### src/rtl/vga_if.sv
// Video timing bundle between the raster generator and its consumers.
// Carries the run enable toward the generator and the timing strobes and coordinates back out.
`timescale 1ns/1ps
interface vga_if #(
  parameter int CNT_W = 10
);
  logic             en;
  logic             pix_ce;
  logic             hsync;
  logic             vsync;
  logic             de;
  logic [CNT_W-1:0] x;
  logic [CNT_W-1:0] y;
  logic             line_start;
  logic             frame_start;

  modport master (
    input  en,
    output pix_ce, hsync, vsync, de, x, y, line_start, frame_start
  );

  modport slave (
    output en,
    input  pix_ce, hsync, vsync, de, x, y, line_start, frame_start
  );
endinterface

### src/rtl/vga_timing_gen.sv
// Raster timing generator: divides clk into a pixel rate and emits registered sync,
// data-enable, coordinates and line/frame start strobes for each pixel.
`timescale 1ns/1ps
module vga_timing_gen #(
  parameter int CLK_DIV  = 2,
  parameter int H_ACTIVE = 640,
  parameter int H_FP     = 16,
  parameter int H_SYNC   = 96,
  parameter int H_BP     = 48,
  parameter int V_ACTIVE = 480,
  parameter int V_FP     = 10,
  parameter int V_SYNC   = 2,
  parameter int V_BP     = 33,
  parameter bit HS_POL   = 1'b0,
  parameter bit VS_POL   = 1'b0,
  parameter int CNT_W    = 10
) (
  input  logic   clk,
  input  logic   rst,
  vga_if.master  vif
);

  localparam int H_TOTAL  = H_ACTIVE + H_FP + H_SYNC + H_BP;
  localparam int V_TOTAL  = V_ACTIVE + V_FP + V_SYNC + V_BP;
  localparam int HS_START = H_ACTIVE + H_FP;
  localparam int HS_END   = HS_START + H_SYNC;
  localparam int VS_START = V_ACTIVE + V_FP;
  localparam int VS_END   = VS_START + V_SYNC;
  localparam int DIV_W    = (CLK_DIV > 1) ? $clog2(CLK_DIV) : 1;

  localparam logic [DIV_W-1:0] DIV_LAST = DIV_W'(CLK_DIV - 1);
  localparam logic [CNT_W-1:0] H_LAST   = CNT_W'(H_TOTAL - 1);
  localparam logic [CNT_W-1:0] V_LAST   = CNT_W'(V_TOTAL - 1);

  logic [DIV_W-1:0] div_cnt;
  logic [CNT_W-1:0] h_cnt;
  logic [CNT_W-1:0] v_cnt;
  logic             tick;
  logic             h_wrap;
  logic             hs_act;
  logic             vs_act;
  logic             de_nxt;
  int               h_i;
  int               v_i;

  // Decode of the pixel the counters point at; it is loaded into the output regs on tick.
  always_comb begin
    h_i    = int'(h_cnt);
    v_i    = int'(v_cnt);
    tick   = vif.en && (div_cnt == DIV_LAST);
    h_wrap = (h_cnt == H_LAST);
    hs_act = (h_i >= HS_START) && (h_i < HS_END);
    vs_act = (v_i >= VS_START) && (v_i < VS_END);
    de_nxt = (h_i < H_ACTIVE) && (v_i < V_ACTIVE);
  end

  // NOTE: every register here uses <= so all of them sample the pre-edge counter values;
  // a blocking assignment would let the output decode see the already-advanced counters.
  always_ff @(posedge clk or posedge rst) begin
    if (rst) begin
      div_cnt         <= '0;
      h_cnt           <= '0;
      v_cnt           <= '0;
      vif.pix_ce      <= 1'b0;
      vif.line_start  <= 1'b0;
      vif.frame_start <= 1'b0;
      vif.hsync       <= ~HS_POL;
      vif.vsync       <= ~VS_POL;
      vif.de          <= 1'b0;
      vif.x           <= '0;
      vif.y           <= '0;
    end else begin
      // Strobes are rewritten every clock so they fall on their own, including while en=0.
      vif.pix_ce      <= tick;
      vif.line_start  <= tick && (h_cnt == '0);
      vif.frame_start <= tick && (h_cnt == '0) && (v_cnt == '0);

      if (vif.en) begin
        div_cnt <= (div_cnt == DIV_LAST) ? '0 : div_cnt + 1'b1;
      end

      if (tick) begin
        vif.hsync <= hs_act ? HS_POL : ~HS_POL;
        vif.vsync <= vs_act ? VS_POL : ~VS_POL;
        vif.de    <= de_nxt;
        vif.x     <= de_nxt ? h_cnt : '0;
        vif.y     <= de_nxt ? v_cnt : '0;

        if (h_wrap) begin
          h_cnt <= '0;
          v_cnt <= (v_cnt == V_LAST) ? '0 : v_cnt + 1'b1;
        end else begin
          h_cnt <= h_cnt + 1'b1;
        end
      end
    end
  end

endmodule
### src/flat_wrapper.sv
// flat-port wrapper written by rule: the top's interface ports become plain ports
module vga_timing_gen_flat 
#(
  parameter int CLK_DIV  = 2,
  parameter int H_ACTIVE = 640,
  parameter int H_FP     = 16,
  parameter int H_SYNC   = 96,
  parameter int H_BP     = 48,
  parameter int V_ACTIVE = 480,
  parameter int V_FP     = 10,
  parameter int V_SYNC   = 2,
  parameter int V_BP     = 33,
  parameter bit HS_POL   = 1'b0,
  parameter bit VS_POL   = 1'b0,
  parameter int CNT_W    = 10
)
  (clk, rst, vif_en, vif_pix_ce, vif_hsync, vif_vsync, vif_de, vif_x, vif_y, vif_line_start, vif_frame_start);
  vga_if #(.CNT_W(CNT_W)) vif_i ();
  input  logic clk;
  input  logic rst;
  input wire logic [$bits(vif_i.en)-1:0] vif_en;
  output wire logic [$bits(vif_i.pix_ce)-1:0] vif_pix_ce;
  output wire logic [$bits(vif_i.hsync)-1:0] vif_hsync;
  output wire logic [$bits(vif_i.vsync)-1:0] vif_vsync;
  output wire logic [$bits(vif_i.de)-1:0] vif_de;
  output wire logic [$bits(vif_i.x)-1:0] vif_x;
  output wire logic [$bits(vif_i.y)-1:0] vif_y;
  output wire logic [$bits(vif_i.line_start)-1:0] vif_line_start;
  output wire logic [$bits(vif_i.frame_start)-1:0] vif_frame_start;
  assign vif_i.en = vif_en;
  assign vif_pix_ce = vif_i.pix_ce;
  assign vif_hsync = vif_i.hsync;
  assign vif_vsync = vif_i.vsync;
  assign vif_de = vif_i.de;
  assign vif_x = vif_i.x;
  assign vif_y = vif_i.y;
  assign vif_line_start = vif_i.line_start;
  assign vif_frame_start = vif_i.frame_start;
  vga_timing_gen #(.CLK_DIV(CLK_DIV), .H_ACTIVE(H_ACTIVE), .H_FP(H_FP), .H_SYNC(H_SYNC), .H_BP(H_BP), .V_ACTIVE(V_ACTIVE), .V_FP(V_FP), .V_SYNC(V_SYNC), .V_BP(V_BP), .HS_POL(HS_POL), .VS_POL(VS_POL), .CNT_W(CNT_W)) u_core (.clk(clk), .rst(rst), .vif(vif_i));
endmodule
### config.mk
export PLATFORM = sky130hd
export DESIGN_NAME = vga_timing_gen_flat
export DESIGN_NICKNAME = d
export VERILOG_FILES = /design/src/rtl/vga_if.sv /design/src/rtl/vga_timing_gen.sv /design/src/flat_wrapper.sv
export SDC_FILE = /design/constraint.sdc
export NUM_CORES = 1
export LEC_CHECK = 0
export CELL_PAD_IN_SITES_DETAIL_PLACEMENT = 1
export CELL_PAD_IN_SITES_GLOBAL_PLACEMENT = 2
export CORE_AREA = 2 2 99 63
export DETAILED_ROUTE_END_ITERATION = 16
export DIE_AREA = 0 0 101 65
export GPL_TIMING_DRIVEN = 0
export PLACE_DENSITY_LB_ADDON = 0.1
export SLEW_MARGIN = 20
export SYNTH_ARGS = -nofsm -noshare
export SYNTH_HDL_FRONTEND = slang
export SYNTH_SLANG_ARGS = --single-unit
### constraint.sdc
create_clock -name clk -period 3.2 [get_ports clk]
set_input_delay 0.64 -clock clk [delete_from_list [all_inputs] [get_ports clk]]
set_output_delay 0.64 -clock clk [all_outputs]
set_load 0.03 [all_outputs]
==> Yosys cells after proc, flatten, opt, wreduce, memory -nomap -nowiden <==
Cells that the tools add are included.
{ "classes": {"order_cmp": 6, "muxes": 7, "addsub": 3, "reduce_logical": 9, "eq_ne": 2} }
{ "op_table": {"columns": ["operator", "count"], "rows": [
  ["two-way mux 10 bit", 4],
  ["adder 10 x 1 -> 10 bit (second input constant)", 2],
  ["equality test 10 bit (second input constant)", 2],
  ["logical NOT 10 bit", 2],
  ["< comparator 10 bit (second input constant)", 2],
  ["< comparator 10 x 9 -> 1 bit (second input constant)", 2],
  [">= comparator 10 bit (second input constant)", 1],
  [">= comparator 10 x 9 -> 1 bit (second input constant)", 1],
  ["logical AND 1 bit", 6],
  ["two-way mux 1 bit", 3],
  ["AND reduction 2 bit", 1],
  ["adder 1 bit (second input constant)", 1]
]} }
{ "word_totals": {"wordCells": 38, "input_bits": 3, "ff_bits": 47, "out_inout_bits": 26} }

==> Longest topological paths before layout <==
Gate-level depths: netlist of run 1.
{ "depth": {"ltp_word": 3, "ltp_mapped": 6, "ltp_nobuf": 6} }

==> Worst setup path before layout of run 1 <==
Ideal clock, no wire load.
{ "synth_path": {"kind": "input to register", "start": "in vif_en", "end": "reg u_core.v_cnt[8]", "required_ns": 3.075, "setup_ns": 0.125, "path_buffers": 0, "stages": 5, "t_arrival_ns": 1.457, "path_slack_ns": 1.619, "path_cell_list": "nand2_1 inv_1 nand4_2 nor3_1 mux2_2"} }
{ "synth_via": {"elab_chain_len": 2} }
{ "synth_lines": {"columns": ["item", "line", "source"], "rows": [
  ["from (decl)", "flat_wrapper.sv:21", "input wire logic [$bits(vif_i.en)-1:0] vif_en;"],
  ["logical AND 1 bit", "vga_timing_gen.sv:50", "tick = vif.en && (div_cnt == DIV_LAST);"],
  ["net u_core.tick", "vga_timing_gen.sv:38", "logic tick;"],
  ["AND reduction 2 bit (no line)", null, null],
  ["to (signal assigned)", "vga_timing_gen.sv:91", "v_cnt <= (v_cnt == V_LAST) ? '0 : v_cnt + 1'b1;"],
  ["to (decl)", "vga_timing_gen.sv:37", "logic [CNT_W-1:0] v_cnt;"]
]} }
The timed path passes the listed nets, and every way through them passes these cells.
A chain may end at the register's enable or synchronous reset.

==> Worst setup path in the final report of run 1 <==
{ "layout_path": {"start": "reg u_core.vif.vsync", "end": "out vif_vsync"} }
{ "layout_rtl": {"columns": ["item", "line", "source"], "rows": [
  ["from (decl)", "vga_if.sv:19", "output pix_ce, hsync, vsync, de, x, y, line_start, frame_start"],
  ["from (signal assigned)", "vga_timing_gen.sv:68", "vif.vsync <= ~VS_POL;"],
  ["from (signal assigned)", "vga_timing_gen.sv:84", "vif.vsync <= vs_act ? VS_POL : ~VS_POL;"],
  ["to (decl)", "flat_wrapper.sv:24", "output wire logic [$bits(vif_i.vsync)-1:0] vif_vsync;"]
]} }
No word-level cell between the ends.

==> flow_metrics.py, run 1 <==
metrics = {
    "synthesis": {
        "netlist.area_leader.share_pct": 53.8,
        "ys_types": 40,
        "syn-cell-area_um2": 2090,
        "yosysWarnings": 0,
        "synth-main-ff-cell": "dfrtp_1",
        "synthArstFlopShare_pct": 100,
        "synth_cells": 185,
        "synth_seq_cells": 47,
        "yosysTopAreaCell": "dfrtp_1",
        "synth-edff-count": 0,
        "syn_area_per_cell_um2": 11.3,
        "synth-seq-area-share_pct": 56.3,
        "synth_area_leaders": "dfrtp_1, a22o_1, ha_1",
        "syn_nets": 193,
    },
    "clock_tree": {
        "cts_tree": "built",
        "cts_setup_buffers": 0,
        "cts_inserted_buffers": 5,
        "cts_resized": 0,
        "cts_root_buf": "clkbuf_8",
        "ctsHoldBuffers": 0,
        "clockBufferDepth": 2,
        "clock_latency_ns": 0.30,
        "clkTransAtPathRegs_ns": 0.10,
        "h-tree-depth": 2,
        "cts_sinks": 47,
    },
    "drt": {
        "drtIter0Drc": 63,
        "drc": 0,
        "num_vias": 1574,
        "wirelength_mm": 5.15,
        "viasPerCell": 5.35,
        "drt-wirelength-per-cell_um": 17.5,
        "first_pass_iters": 4,
        "postRouteAntennaNets": 0,
    },
    "place": {
        "dpl.cell_count": 286,
        "gp_congestion": 0.791,
        "port-buffer-count": 28,
        "post-dp-hpwl_mm": 3.88,
        "postPlaceCellArea_um2": 2480,
    },
    "worst_hold_path": {
        "hold_class": "register to register",
    },
    "finish": {
        "area_growth_syn_to_layout_pct": 24.2,
        "final_common_cell": "dfrtp_1",
        "mostFrequentLayoutCells": "dfrtp_1, clkdlybuf4s50_1, a22o_1",
        "drive_gt1_share_pct": 11.3,
        "final_cell_area_um2": 2600,
        "diodes": 0,
        "final_nets": 229,
        "fin_cells": 294,
    },
    "global_routing": {
        "antenna_found_initial": 0,
        "overflow": 0,
        "gr-usage-met2_pct": 21.5,
        "grt_first_pass_wirelength_mm": 8.54,
        "gr-usage-met3_pct": 3.88,
        "track_usage_pct": 17.4,
        "use_met1_pct": 29.0,
        "top_usage_layer": "met1",
        "grt_pass1_vias": 1525,
        "grt_max_degree": 29,
    },
    "critical_path": {
        "cp.arrival_ns": 1.51,
        "critPathLaunchType": "register",
        "cp_num_buf_inv": 1,
        "critPathMaxStageDelay_ns": 0.66,
        "end_kind": "primary output",
        "required_ns": 2.56,
        "critPathKind": "register to primary output",
        "worstPathMaxFanout": 2,
        "cp_slowest_cell": "clkdlybuf4s50_1",
        "worstPathCellList": "clkdlybuf4s50_1",
        "cpLargestDelayFamily": "buffers and inverters",
    },
    "floorplan": {
        "ios": 29,
        "fp-row-count": 22,
        "dieArea_um2": 6570,
        "die-height_um": 65,
        "core_um2": 5780,
        "initial_utilization_pct": 36.2,
        "die_x_um": 101,
    },
    "power_and_ir_drop": {
        "p_seq_share_pct": 44.2,
        "ir_drop_uv": 337,
        "clockPowerShare_pct": 23.8,
        "p_switching_uw": 701,
        "p_int_uw": 1220,
        "total_leakage_power_uw": 0.00116,
        "p_comb_share_pct": 32.0,
        "pwr_density_cell_nw_per_um2": 738,
        "sw_frac_of_total_pct": 36.5,
    },
    "sta": {
        "tightest_slew_ns": 0.524,
        "rsz0062_at_grt": "no",
        "finalHoldViolCount": 0,
        "fin_crit_sh_pct": 67.3,
        "fin_setup_tns_ns": 0,
        "drv_slew": 0,
        "setup_viol": 0,
        "max_freq_mhz": 465,
        "slew_headroom_pct": 65.1,
        "final.min_clock_period_ns": 2.15,
        "fin_worst_skew_ns": 0.00798,
    },
    "outcome": {
        "outcome": "completed",
    },
    "job": {
        "drv_cap": 0,
    },
}
==> flip-flops by register name, indices dropped and copies added (netlist names) <==
register and cells:
u_core.div_cnt 1, u_core.h_cnt 10, u_core.v_cnt 10, u_core.vif.de 1
u_core.vif.frame_start 1, u_core.vif.hsync 1, u_core.vif.line_start 1, u_core.vif.pix_ce 1
u_core.vif.vsync 1, u_core.vif.x 10, u_core.vif.y 10
==> metal layers <==
layer / vias up / share of wire (%) / wire [µm]
met2: 41 / 37 / 1890
li1: 739 / - / -
met3: 8 / 5.4 / 277
met4: 0 / 1.1 / 57
met1: 786 / 57 / 2920
met5: - / 0 / 0
==> metrics by stage <==
stage | setup slack [ns] | hold WS [ns] | total power, µW | util (%)
2_1_floorplan | 1.45 | 0.481 | 1220 | -
3_3_place_gp | 0.543 | 0.461 | 1460 | 42.6
3_5_place_dp | 0.777 | 0.470 | 1480 | 43.0
4_1_cts | 1.03 | 0.491 | 1940 | 45.0
5_1_grt | 0.963 | 0.524 | 2040 | 45.0
6_report | 1.05 | 0.486 | 1920 | 45.0
==> Yosys cell counts, drive strengths merged, types with 3 or more instances <==
cell / count
nand4: 5
buf: 4
inv: 9
and4: 3
ha: 5
o21ai: 12
and2: 3
a22o: 19
nor4: 3
nor2: 7
and3: 4
nand3: 8
dfrtp: 45
nor4b: 3
xor2: 5
xnor2: 5
nor3: 9
nand2: 14
clkbuf: 6
==> kinds of logic after synthesis <==
kind of cell	share of synthesized area, %
buf+inv	4.12
mux	0.538
compound gates	13.6
fa+ha+maj	2.99
xor+xnor	4.18
flops	56.3
simple gates	18.2
==> power by group through the flow <==
stage / clock network (µW) / registers (µW) / logic (µW)
4_1_cts: 469 / 848 / 622
3_5_place_dp: 0 / 861 / 621
2_1_floorplan: 0 / 982 / 234
5_1_grt: 497 / 869 / 669
3_3_place_gp: 0 / 850 / 608
6_report: 457 / 848 / 614
==> area by class of cell <==
type / count / area, µm²
buffer: 10 / 52.6
inverter: 9 / 33.8
tap: 72 / 90.1
clock inverter: 3 / 47.5
fill: 631 / 3180
timing repair buffer: 29 / 300
clock buffer: 5 / 68.8
sequential: 47 / 1180
multi-input combinational: 119 / 828
==> worst paths after layout <==
path,startpoint,end,slack (ns),cells past startpoint
max,u_core.vif.vsync,vif_vsync,1.05,1
min reg2reg,u_core.vif.de,u_core.vif.de,0.49,1
max reg2reg,u_core.v_cnt[0],u_core.v_cnt[8],1.34,6
max in group asynchronous,rst,u_core.vif.hsync,1.94,3
min,u_core.vif.de,u_core.vif.de,0.49,1
min in group asynchronous,rst,u_core.vif.y[5],0.67,2
Note: power is estimated with default switching activity, not from simulation.
==> run 2, diff against run 1 <==
Settings changed: CORE_AREA 2 2 99 63 to 2 2 103 65, DIE_AREA 0 0 101 65 to 0 0 105 67.
Clock period 3.2 ns to 2.1 ns, I/O delays scaled along.
==> flow_metrics.py, run 2 (same netlist as run 1, synthesis figures left out) <==
metrics = {
    "power_and_ir_drop": {
        "ir_drop_uv": 483,
        "p_comb_share_pct": 32.4,
        "p_int_uw": 1850,
        "clockPowerShare_pct": 23.1,
        "sw_frac_of_total_pct": 36.5,
        "p_switching_uw": 1060,
        "pwr_density_cell_nw_per_um2": 1120,
        "p_seq_share_pct": 44.5,
        "total_power_uw": 2920,
        "total_leakage_power_uw": 0.00116,
    },
    "drt": {
        "viasPerCell": 5.13,
        "first_pass_iters": 4,
        "wirelength_mm": 5.35,
        "drtIter0Drc": 62,
        "drc": 0,
        "drt-wirelength-per-cell_um": 17.5,
        "num_vias": 1570,
        "postRouteAntennaNets": 0,
    },
    "clock_tree": {
        "clockBufferDepth": 2,
        "cts_inserted_buffers": 5,
        "ctsHoldBuffers": 0,
        "cts_resized": 0,
        "clock_latency_ns": 0.30,
        "cts_sinks": 47,
        "cts_setup_buffers": 0,
        "h-tree-depth": 2,
        "clkTransAtPathRegs_ns": 0.09,
        "cts_root_buf": "clkbuf_8",
        "cts_tree": "built",
    },
    "floorplan": {
        "dieArea_um2": 7040,
        "fp-row-count": 22,
        "ios": 29,
        "core_um2": 6000,
        "die_x_um": 105,
        "initial_utilization_pct": 34.9,
        "die-height_um": 67,
    },
    "critical_path": {
        "rr_worst_depth": 6,
        "cp_num_buf_inv": 1,
        "cp.arrival_ns": 1.51,
        "cpLargestDelayFamily": "buffers and inverters",
        "cp.depth": 1,
        "worstPathCellList": "clkdlybuf4s50_1",
        "end_kind": "primary output",
        "critPathMaxStageDelay_ns": 0.67,
        "critPathLaunchType": "register",
        "required_ns": 1.68,
        "cp_slowest_cell": "clkdlybuf4s50_1",
        "critPathKind": "register to primary output",
        "worstPathMaxFanout": 2,
    },
    "global_routing": {
        "grt_first_pass_wirelength_mm": 9.10,
        "antenna_found_initial": 0,
        "track_usage_pct": 16.9,
        "overflow": 0,
        "grt_max_degree": 27,
        "grt_pass1_vias": 1664,
    },
    "job": {
        "drv_cap": 0,
    },
    "finish": {
        "fillers": 691,
        "final_common_cell": "dfrtp_1",
        "final_cell_area_um2": 2610,
        "fin_cells": 306,
        "mostFrequentLayoutCells": "dfrtp_1, clkdlybuf4s50_1, a22o_1",
        "drive_gt1_share_pct": 11.3,
        "final_nets": 229,
        "diodes": 0,
        "area_growth_syn_to_layout_pct": 24.7,
    },
    "outcome": {
        "outcome": "completed",
    },
    "sta": {
        "fin_setup_tns_ns": 0,
        "fin_worst_skew_ns": 0.00580,
        "max_freq_mhz": 519,
        "fin_crit_sh_pct": 91.8,
        "drv_slew": 0,
        "setup_viol": 0,
        "holdWs_ns": 0.468,
        "slew_headroom_pct": 66.4,
        "tightest_slew_ns": 0.504,
        "finalHoldViolCount": 0,
        "rsz0062_at_grt": "no",
        "final.min_clock_period_ns": 1.93,
    },
    "worst_hold_path": {
        "hold_class": "primary input to async pin",
    },
    "place": {
        "post-dp-hpwl_mm": 4.03,
        "port-buffer-count": 28,
        "gp_congestion": 0.749,
        "dpl.cell_count": 298,
        "postPlaceCellArea_um2": 2500,
    },
}
run 2: cell count changes in the layout (fill, tap and decap cells not counted), sizes merged:
cell    previous run  this run
clkinv             1         2
inv               10         9
run 2: area by class of cell:
type                       instances  area (µm²)  share of cell area [%]
sequential                        47        1180                    45.1
multi-input combinational        119         828                    31.7
timing repair buffer              29         300                    11.5
tap                               84         105                    4.02
clock buffer                       5        68.8                    2.64
buffer                            10        52.6                    2.01
clock inverter                     3        43.8                    1.68
inverter                           9        33.8                    1.29
run 2: power by group through the flow:
stage,combinational (µW),sequential [µW],clock [µW]
after floorplan,357,1500,0
after global placement,931,1300,0
after detailed placement,954,1310,0
after CTS,957,1290,688
after global routing,1030,1320,728
final,945,1300,674
run 2: final timing paths:
kind	slack [ns]	startpoint	to
setup / recovery	0.17	u_core.vif.vsync	vif_vsync
hold / removal	0.47	rst	u_core.vif.y[8]
setup reg to reg	0.25	u_core.v_cnt[0]	u_core.v_cnt[8]
hold reg to reg	0.49	u_core.vif.de	u_core.vif.de
max in group asynchronous	1.05	rst	u_core.vif.hsync
min in group clk	0.49	u_core.vif.de	u_core.vif.de
run 2: through the flow:
stage	setup WS, ns	utilization [%]
after global placement	-0.363	41.3
after floorplan	0.556	-
after global routing	0.0271	43.5
after detailed placement	-0.121	41.6
final	0.173	43.5
after CTS	0.163	43.5
run 2: per-layer routing:
metal	vias to the layer above	GRT usage (%)	part of all wire (%)
li1	740	-	-
met1	796	26.2	56
met2	30	23.1	38
met3	4	4.21	4.7
met4	0	4.00	0.86
met5	-	0	0
==> run 3, diff against run 2 <==
Settings changed: CORE_AREA 2 2 103 65 to 2 2 96 61, DIE_AREA 0 0 105 67 to 0 0 98 63, DONT_BUFFER_PORTS set to 1, SLEW_MARGIN 20 to unset.
==> flow_metrics.py, run 3 (same netlist as run 1, synthesis figures left out) <==
metrics = {
    "power_and_ir_drop": {
        "p_comb_share_pct": 18.2,
        "clockPowerShare_pct": 22.6,
        "p_switching_uw": 1030,
        "pwr_density_cell_nw_per_um2": 1130,
        "total_power_uw": 2600,
        "total_leakage_power_uw": 0.00105,
        "ir_drop_uv": 374,
        "sw_frac_of_total_pct": 39.6,
        "p_seq_share_pct": 59.2,
        "p_int_uw": 1570,
    },
    "finish": {
        "area_growth_syn_to_layout_pct": 10.2,
        "diodes": 0,
        "drive_gt1_share_pct": 12.9,
        "final_nets": 201,
        "final_common_cell": "dfrtp_1",
        "fin_cells": 263,
        "seq_area_um2": 1180,
        "multi_input_area_um2": 828,
        "mostFrequentLayoutCells": "dfrtp_1, a22o_1, nand2_1",
        "fillers": 589,
        "post-route-util_pct": 43.2,
    },
    "floorplan": {
        "dieArea_um2": 6170,
        "initial_utilization_pct": 39.2,
        "die_x_um": 98,
        "die-height_um": 63,
        "ios": 29,
        "core_um2": 5330,
        "fp-row-count": 21,
    },
    "drt": {
        "num_vias": 1483,
        "first_pass_iters": 4,
        "viasPerCell": 5.64,
        "drtIter0Drc": 42,
        "drt-wirelength-per-cell_um": 19.8,
        "wirelength_mm": 5.21,
        "drc": 0,
        "postRouteAntennaNets": 0,
    },
    "sta": {
        "max_freq_mhz": 547,
        "tightest_slew_ns": 0.547,
        "holdWs_ns": 0.0359,
        "final.min_clock_period_ns": 1.83,
        "setup_viol": 0,
        "drv_slew": 0,
        "slew_headroom_pct": 63.5,
        "fin_worst_skew_ns": 0.00496,
        "rsz0062_at_grt": "no",
        "finalHoldViolCount": 0,
        "fin_setup_tns_ns": 0,
        "fin_crit_sh_pct": 87.1,
    },
    "clock_tree": {
        "h-tree-depth": 2,
        "cts_inserted_buffers": 5,
        "ctsHoldBuffers": 0,
        "clkTransAtPathRegs_ns": 0.09,
        "cts_root_buf": "clkbuf_8",
        "clockBufferDepth": 2,
        "clock_latency_ns": 0.30,
        "cts_setup_buffers": 0,
        "cts_resized": 0,
        "cts_sinks": 47,
        "cts_tree": "built",
    },
    "critical_path": {
        "cp.arrival_ns": 2.02,
        "critPathLaunchType": "register",
        "end_kind": "register",
        "rr_worst_depth": 6,
        "worstPathMaxFanout": 7,
        "endpoint": "u_core.v_cnt[3]",
        "r2r_setup_slack_ns": 0.27,
        "reg2reg_from": "u_core.v_cnt[0]",
        "required_ns": 2.29,
        "critPathKind": "register to register",
        "reg2reg_to": "u_core.v_cnt[3]",
        "critPathLaunch": "u_core.v_cnt[0]",
    },
    "global_routing": {
        "grt_max_degree": 25,
        "track_usage_pct": 18.6,
        "grt_first_pass_wirelength_mm": 8.81,
        "grt_pass1_vias": 1566,
        "overflow": 0,
        "antenna_found_initial": 0,
    },
    "place": {
        "gp_congestion": 0.802,
        "dpl.cell_count": 255,
        "port-buffer-count": 0,
        "post-dp-hpwl_mm": 3.85,
    },
    "outcome": {
        "outcome": "completed",
    },
    "job": {
        "drv_cap": 0,
    },
    "worst_hold_path": {
        "hold_class": "primary input to async pin",
    },
}
-- run 3: cell count changes in the layout (fill, tap and decap cells not counted) --
cell / delta
clkbuf_8: +1
buf_12: -1
clkdlybuf4s50_1: -28
clkinvlp_4: +1
bufinv_16: -1
buf_16: +1
clkinv_2: -1
-- run 3: power groups by stage --
stage | logic, µW | registers, µW | clock network (µW)
2_1_floorplan | 357 | 1500 | 0
3_3_place_gp | 443 | 1550 | 0
3_5_place_dp | 480 | 1560 | 0
4_1_cts | 482 | 1540 | 613
5_1_grt | 539 | 1580 | 653
6_report | 474 | 1540 | 587
-- run 3: worst min-delay path by stage --
stage                       to           start
2_1_floorplan   u_core.div_cnt  u_core.div_cnt
3_3_place_gp    u_core.div_cnt  u_core.div_cnt
3_5_place_dp   u_core.vif.y[0]             rst
4_1_cts        u_core.vif.y[8]             rst
5_1_grt        u_core.vif.x[9]             rst
6_report       u_core.vif.x[9]             rst
-- run 3: stage by stage --
step	worst slack, ns	area (µm²)
after detailed placement	0.270	2210
final	0.271	2310
after global routing	0.00452	2310
after floorplan	0.556	2090
after CTS	0.251	2310
after global placement	0.135	2180
-- run 3: area by class of cell --
type                       count  area share (%)
sequential                    47            51.1
multi-input combinational    119            35.9
tap                           69            3.74
clock buffer                   6            3.58
buffer                        10            2.28
inverter                       9            1.47
timing repair buffer           1            1.19
clock inverter                 2           0.705
-- run 3: layer usage --
layer  vias up  GRT usage [%]  part of all wire, %
met1       763           29.1                   55
met2        30           24.4                   40
met3         8           4.81                  4.1
met5         -              0                    0
met4         0           5.90                  1.4
li1        682              -                    -
-- run 3: worst max-delay path, stage by stage (launching register included) --
cell and delay [ns]:
dfrtp_1 0.48, inv_1 0.12, ha_1 0.16, nor4b_1 0.40, nand3_1 0.29, a21oi_1 0.18, o21ai_0 0.08
